**src/rtl/score_ram_ctrl.sv**
```systemverilog
// ---------------------------------------------------------------------------
// score_ram_ctrl
// Per-player level / high-score store sitting between the game controller and
// a single-port synchronous RAM. After reset every score slot is written with
// zero. A game start loads the player's stored best level as the starting
// level. Each level completion bumps the level (saturating) and writes it back
// only when it beats the stored best. Game over reloads the best level for
// the final display.
//
// Ports
//   clk           in   1       system clock
//   reset         in   1       asynchronous, active-low reset
//   user_id       in   UID_W   current player ID
//   game_state    in   8       state code from the game controller
//   data_in       in   DATA_W  RAM read data
//   r_w           out  1       RAM strobe: 1 = write, 0 = read
//   address_out   out  ADDR_W  RAM address
//   data_out      out  DATA_W  RAM write data
//   cur_level     out  DATA_W  current / start / final level
//   busy          out  1       high while clearing or servicing an event
//   unknown_user  out  1       one-cycle pulse: event for an ID not in table
// ---------------------------------------------------------------------------
module score_ram_ctrl #(
    parameter int                         NUM_USERS   = 4,
    parameter int                         UID_W       = 4,
    parameter int                         DATA_W      = 8,
    parameter int                         ADDR_W      = 8,
    parameter int                         BASE_ADDR   = 0,
    parameter logic [NUM_USERS*UID_W-1:0] USER_IDS    = {4'b0100, 4'b1101, 4'b0011, 4'b1100},
    parameter int                         RD_LAT      = 2,
    parameter int                         LVL_MAX     = 255,
    parameter logic [7:0]                 ST_START    = 8'h10,
    parameter logic [7:0]                 ST_LVL_DONE = 8'h20,
    parameter logic [7:0]                 ST_OVER     = 8'h30
) (
    input  logic              clk,
    input  logic              reset,
    input  logic [UID_W-1:0]  user_id,
    input  logic [7:0]        game_state,
    input  logic [DATA_W-1:0] data_in,
    output logic              r_w,
    output logic [ADDR_W-1:0] address_out,
    output logic [DATA_W-1:0] data_out,
    output logic [DATA_W-1:0] cur_level,
    output logic              busy,
    output logic              unknown_user
);

    localparam int SLOT_W = (NUM_USERS > 1) ? $clog2(NUM_USERS) : 1;
    localparam int CNT_W  = $clog2(NUM_USERS + 1);
    localparam int LAT_W  = (RD_LAT > 1) ? $clog2(RD_LAT) : 1;

    localparam logic [ADDR_W-1:0] BASE      = ADDR_W'(BASE_ADDR);
    localparam logic [DATA_W:0]   LVL_MAX_X = (DATA_W + 1)'(LVL_MAX);

    localparam logic [1:0] S_CLEAR   = 2'd0;
    localparam logic [1:0] S_IDLE    = 2'd1;
    localparam logic [1:0] S_RD_WAIT = 2'd2;
    localparam logic [1:0] S_WRITE   = 2'd3;

    logic [1:0]        r_state;
    logic [CNT_W-1:0]  r_clr_cnt;
    logic [LAT_W-1:0]  r_lat_cnt;
    logic [7:0]        r_gs_q;
    logic              r_pend_vld;
    logic [7:0]        r_pend_code;
    logic [UID_W-1:0]  r_pend_uid;
    logic              r_lvl;
    logic              r_w_q;
    logic [ADDR_W-1:0] r_addr;
    logic [DATA_W-1:0] r_wdata;
    logic [DATA_W-1:0] r_cur;
    logic              r_unknown;

    logic              w_is_code;
    logic              w_evt;
    logic              w_svc_vld;
    logic              w_defer;
    logic [7:0]        w_svc_code;
    logic [UID_W-1:0]  w_svc_uid;
    logic              w_match;
    logic [SLOT_W-1:0] w_idx;
    logic [DATA_W-1:0] w_nxt;

    // Level increment done one bit wider so the carry cannot wrap before the
    // clamp to LVL_MAX.
    function automatic logic [DATA_W-1:0] sat_inc(input logic [DATA_W-1:0] v);
        logic [DATA_W:0] w_sum;
        w_sum = {1'b0, v} + (DATA_W + 1)'(1);
        if (w_sum > LVL_MAX_X)
            return LVL_MAX_X[DATA_W-1:0];
        return w_sum[DATA_W-1:0];
    endfunction

    // An event is an edge into one of the three recognised codes; holding a
    // code produces nothing further because gs_q catches up after one cycle.
    assign w_is_code = (game_state == ST_START) || (game_state == ST_LVL_DONE) ||
                       (game_state == ST_OVER);
    assign w_evt     = w_is_code && (game_state != r_gs_q);

    // A parked event has priority in IDLE; a fresh event arriving in that same
    // cycle (or any cycle while busy) is parked, replacing whatever was there.
    assign w_svc_vld  = (r_state == S_IDLE) && (r_pend_vld || w_evt);
    assign w_svc_code = r_pend_vld ? r_pend_code : game_state;
    assign w_svc_uid  = r_pend_vld ? r_pend_uid  : user_id;
    assign w_defer    = w_evt && ((r_state != S_IDLE) || r_pend_vld);

    // Descending scan so the lowest matching slot is the one left standing.
    always_comb begin
        w_match = 1'b0;
        w_idx   = '0;
        for (int i = NUM_USERS - 1; i >= 0; i--) begin
            if (USER_IDS[i*UID_W +: UID_W] == w_svc_uid) begin
                w_match = 1'b1;
                w_idx   = SLOT_W'(i);
            end
        end
    end

    assign w_nxt = sat_inc(r_cur);

    always_ff @(posedge clk or negedge reset) begin
        if (!reset) begin
            r_state     <= S_CLEAR;
            r_clr_cnt   <= '0;
            r_lat_cnt   <= '0;
            r_gs_q      <= '0;
            r_pend_vld  <= 1'b0;
            r_pend_code <= '0;
            r_pend_uid  <= '0;
            r_lvl       <= 1'b0;
            r_w_q       <= 1'b0;
            r_addr      <= BASE;
            r_wdata     <= '0;
            r_cur       <= '0;
            r_unknown   <= 1'b0;
        end else begin
            r_gs_q    <= game_state;
            r_unknown <= 1'b0;

            if (w_defer) begin
                r_pend_vld  <= 1'b1;
                r_pend_code <= game_state;
                r_pend_uid  <= user_id;
            end else if (w_svc_vld && r_pend_vld) begin
                r_pend_vld  <= 1'b0;
            end

            case (r_state)
                S_CLEAR: begin
                    // One zero write per slot; the extra pass drops the strobe.
                    if (r_clr_cnt == CNT_W'(NUM_USERS)) begin
                        r_w_q   <= 1'b0;
                        r_state <= S_IDLE;
                    end else begin
                        r_w_q     <= 1'b1;
                        r_wdata   <= '0;
                        r_addr    <= BASE + ADDR_W'(r_clr_cnt);
                        r_clr_cnt <= r_clr_cnt + CNT_W'(1);
                    end
                end

                S_IDLE: begin
                    r_w_q <= 1'b0;
                    if (w_svc_vld) begin
                        if (w_match) begin
                            r_addr    <= BASE + ADDR_W'(w_idx);
                            r_lvl     <= (w_svc_code == ST_LVL_DONE);
                            r_lat_cnt <= '0;
                            r_state   <= S_RD_WAIT;
                        end else begin
                            r_unknown <= 1'b1;
                        end
                    end
                end

                S_RD_WAIT: begin
                    if (r_lat_cnt == LAT_W'(RD_LAT - 1)) begin
                        if (r_lvl) begin
                            r_cur <= w_nxt;
                            // address_out still holds the slot for the write-back.
                            if (w_nxt > data_in) begin
                                r_wdata <= w_nxt;
                                r_w_q   <= 1'b1;
                                r_state <= S_WRITE;
                            end else begin
                                r_state <= S_IDLE;
                            end
                        end else begin
                            r_cur   <= data_in;
                            r_state <= S_IDLE;
                        end
                    end else begin
                        r_lat_cnt <= r_lat_cnt + LAT_W'(1);
                    end
                end

                default: begin  // S_WRITE
                    r_w_q   <= 1'b0;
                    r_state <= S_IDLE;
                end
            endcase
        end
    end

    assign r_w          = r_w_q;
    assign address_out  = r_addr;
    assign data_out     = r_wdata;
    assign cur_level    = r_cur;
    assign busy         = (r_state != S_IDLE);
    assign unknown_user = r_unknown;

endmodule

```
**config.mk**
```make
export PLATFORM = sky130hd
export DESIGN_NAME = score_ram_ctrl
export DESIGN_NICKNAME = d
export VERILOG_FILES = /design/src/rtl/score_ram_ctrl.sv
export SDC_FILE = /design/constraint.sdc
export NUM_CORES = 1
export LEC_CHECK = 0
export BUFFER_PORTS_ARGS = -buffer_cell sky130_fd_sc_hd__buf_4
export CORE_AREA = 4 4 88 90
export CTS_CLUSTER_SIZE = 10
export DETAILED_ROUTE_END_ITERATION = 16
export DIE_AREA = 0 0 92 94
export HOLD_SLACK_MARGIN = 0.08
export PLACE_DENSITY = 0.56
export SETUP_SLACK_MARGIN = 0.3
export SYNTH_ARGS = -nofsm -noshare
export SYNTH_HDL_FRONTEND = slang
export SYNTH_SLANG_ARGS = --single-unit
```
**constraint.sdc**
```tcl
create_clock -name clk -period 6.4 [get_ports clk]
set_clock_uncertainty 0.1 [all_clocks]
set_input_delay 0.32 -clock clk [delete_from_list [all_inputs] [get_ports clk]]
set_output_delay 0.32 -clock clk [all_outputs]
set_load 0.01 [all_outputs]
```
==> run_results.csv <==
group,metric,value,unit
critical_path,critPathSlowestCell,"o211ai_1",
layout,design_area,0.003368,mm^2
clocking,h-tree-depth,2,
worst_hold_path,hold_path_class,"input port to register",
sta,rsz0062_at_grt,"no",
sta,hold_violations,0,
critical_path,start_kind,"register",
pwr,p_leak,1.593,nW
critical_path,cp.required,6480,ps
sta,fin_hold_ws,159.6,ps
synth,synth_edf_count,0,
sta,setup_ws,2805,ps
layout,diodes,0,
clocking,cts_resized,0,
critical_path,cp.arrival,3680,ps
floorplan,die-area,0.008648,mm^2
clocking,root_buffer,"clkbuf_8",
sta,worstMarginPinSlew,1114,ps
placed_design,place_area,0.003182,mm^2
synth,seq_area_frac_synth,43.85,%
synth,synthArstFlopShare,100.0,%
synth,synth-seq-cells,49,
synth,ys.flop_type,"dfrtp_1",
route,wl_met1,2.712,mm
clocking,hold_buffers,9,
clocking,cts_tree,"done",
clocking,cts_setup_buffers,0,
floorplan,die_height,94,um
sta,slew_viol_final,0,
flow_run,max_cap_viol_count,0,
floorplan,core,0.007059,mm^2
layout,drive_above_1_share,20.18,%
critical_path,crit_type,"register to register",
global_route,grt-ovfl-total,0,
global_route,grt_max_degree,50,
floorplan,rows,31,
critical_path,crit_fanout,17,
critical_path,reg2reg_from,"cur_level[0]",
clocking,cts.path.max_buffers,2,
sta,max_slew_margin,25.43,%
pwr,irDropWorstVdd,0.1724,mV
route,wl_per_cell,13.30,um
synth,netlist_top_cells_area,"dfrtp_1 (44%), ha_1 (7.2%), nand2_1 (4.2%)",
critical_path,critPathMaxStageDelay,880,ps
route,wl,5.799,mm
synth,yosysTopAreaCell,"dfrtp_1",
critical_path,cp-endpoint,"data_out[3]",
pwr,cellPowerDensity,348.6,mW/mm^2
sta,finalSetupViolCount,0,
clocking,cts_buffers,5,
critical_path,worstReg2RegEnd,"data_out[3]",
floorplan,die_w,92,um
synth,yosys_warnings,0,
global_route,grt_pass1_wl,10.03,mm
placed_design,io_buffers,43,
synth,postSynthAreaPerCell,9.710,um^2
sta,tns,0,ps
route,wl_met2,2.747,mm
route,ant_nets,0,
route,drc,0,
synth,yosysUniqueCellTypes,44,
layout,post-route-util,47.71,%
route,met3_length,252,um
critical_path,reg2reg_slack,2810,ps
layout,syn_to_final_growth,20.45,%
floorplan,pin_count,49,
critical_path,reg2reg_depth,12,
sta,fin_crit_sh,56.17,%
route,vias,2154,
floorplan,start_util,39.61,%
critical_path,crit_start,"cur_level[0]",
clocking,cts_sinks,49,
route,top_layer,"met4",
worst_hold_path,min_from,"user_id[3]",
clocking,clk_pin_slew,90,ps
route,drt_iter0_markers,50,
placed_design,dp_hpwl,4.312,mm
status,outcome,"completed",
placed_design,routabilityCongestion,0.8132,
critical_path,cp_cell_sequence,"ha_1 -> and3_1 -> and3_1 -> nand3_1 -> nand2_1 -> ha_1 -> nor2b_1 -> o211ai_1 -> a21oi_1 -> o211ai_1 -> or3b_1 -> nand3_1",
global_route,grt_util_all_layers,14.35,%
clocking,clock_latency,300,ps
critical_path,critical_path.endpoint_type,"register",
global_route,first_global_vias,2184,
global_route,antenna_found_initial,0,
route,vias_per_cell,4.940,
route,drtPass1Iterations,4,
synth,synth_area,0.002796,mm^2
sta,period_needed,3595,ps
placed_design,preCtsSetupSlack,2792,ps
layout,nets,374,
sta,fmax,278.2,MHz
synth,syn_inst,288,
synth,synth_top_area_share,43.85,%
[registers in the layout (all words and copies together) (netlist names)]
signal and cells:
cur_level 8, data_out 8, r_gs_q 8, r_pend_code 8, r_pend_uid 4, address_out 3, r_clr_cnt 3, r_state 2
r_lat_cnt 1, r_lvl 1, r_pend_vld 1, r_w 1, unknown_user 1
[report_power, final]
group / switching, mW / internal (mW)
Sequential: 0.0742 / 0.377
Clock: 0.103 / 0.0877
Combinational: 0.282 / 0.250
Total: 0.459 / 0.715
[worst max-delay path: cells and delay by family (launching register included)]
family,cells,cell delay [ps]
fa+ha+maj,2,560
flops,1,430
compound gates,3,1130
simple gates,7,1260
[per-stage QoR]
step | power [mW] | std cells
after floorplan | 0.8172 | 292
after CTS | 1.195 | 436
after detailed placement | 0.9932 | 419
after global placement | 0.9834 | 419
final | 1.174 | 436
after global routing | 1.282 | 436
[worst min-delay path by stage]
stage	to	slack [ps]	cells after the start
global route	r_pend_uid[3]	160	2
global placement	r_gs_q[0]	290	1
floorplan	address_out[0]	-80	0
CTS	r_pend_uid[3]	160	2
detailed placement	r_gs_q[0]	290	1
finish	r_pend_uid[3]	160	2
[cell type report]
cell class,instances,area [um^2]
timing repair buffer,52,412.9
multi-input combinational,206,1426
clock inverter,2,13.76
clock buffer,6,82.58
tap,99,123.9
inverter,22,82.58
fill,709,3691
sequential,49,1226
[cells in the mapped netlist, types with 2 or more instances]
| cell type | instances |
|---|---|
| mux2_1 | 2 |
| clkbuf_1 | 9 |
| or3b_1 | 3 |
| o311ai_0 | 3 |
| xor2_1 | 8 |
| a21oi_1 | 11 |
| nand2_1 | 31 |
| a31oi_1 | 8 |
| ha_1 | 16 |
| nand4_1 | 2 |
| mux2_2 | 6 |
| nor3_1 | 3 |
| mux2_4 | 3 |
| xnor2_1 | 7 |
| buf_4 | 5 |
| and2_1 | 7 |
| inv_1 | 22 |
| nor2_1 | 13 |
| o22ai_1 | 3 |
| mux2i_1 | 9 |
| nand3_1 | 17 |
| o21ai_0 | 15 |
| nor2b_1 | 7 |
| nor4_2 | 3 |
| dfrtp_1 | 49 |
| o211ai_1 | 4 |
| nand2b_1 | 4 |
| and3_1 | 2 |
[placed cells by master (no fill, tap or decap), drive strengths merged, types with 8 or more instances in the layout]
cell and count:
a21oi 12, a31oi 8, buf 43, dfrtp 49, dlygate4sd3 9, ha 16, inv 22, mux2 11
mux2i 9, nand2 31, nand3 17, nor2 13, o21ai 16, xor2 8
[per-layer routing]
layer	up-vias	GRT usage [%]
li1	1072	-
met1	1030	18.55
met2	44	24.03
met3	8	2.804
met4	0	4.950
met5	-	0
[cells by family (layout without fill, tap and decap cells)]
family	Yosys count	in the layout	share of synthesized area, %
fa+ha+maj	16	16	7.159
buf+inv	37	82	5.682
other cells	1	5	0.1341
flops	49	49	43.85
mux	20	20	8.053
xor+xnor	15	15	4.698
compound gates	53	53	12.26
simple gates	97	97	18.17
(Power assumes the default switching activity.)
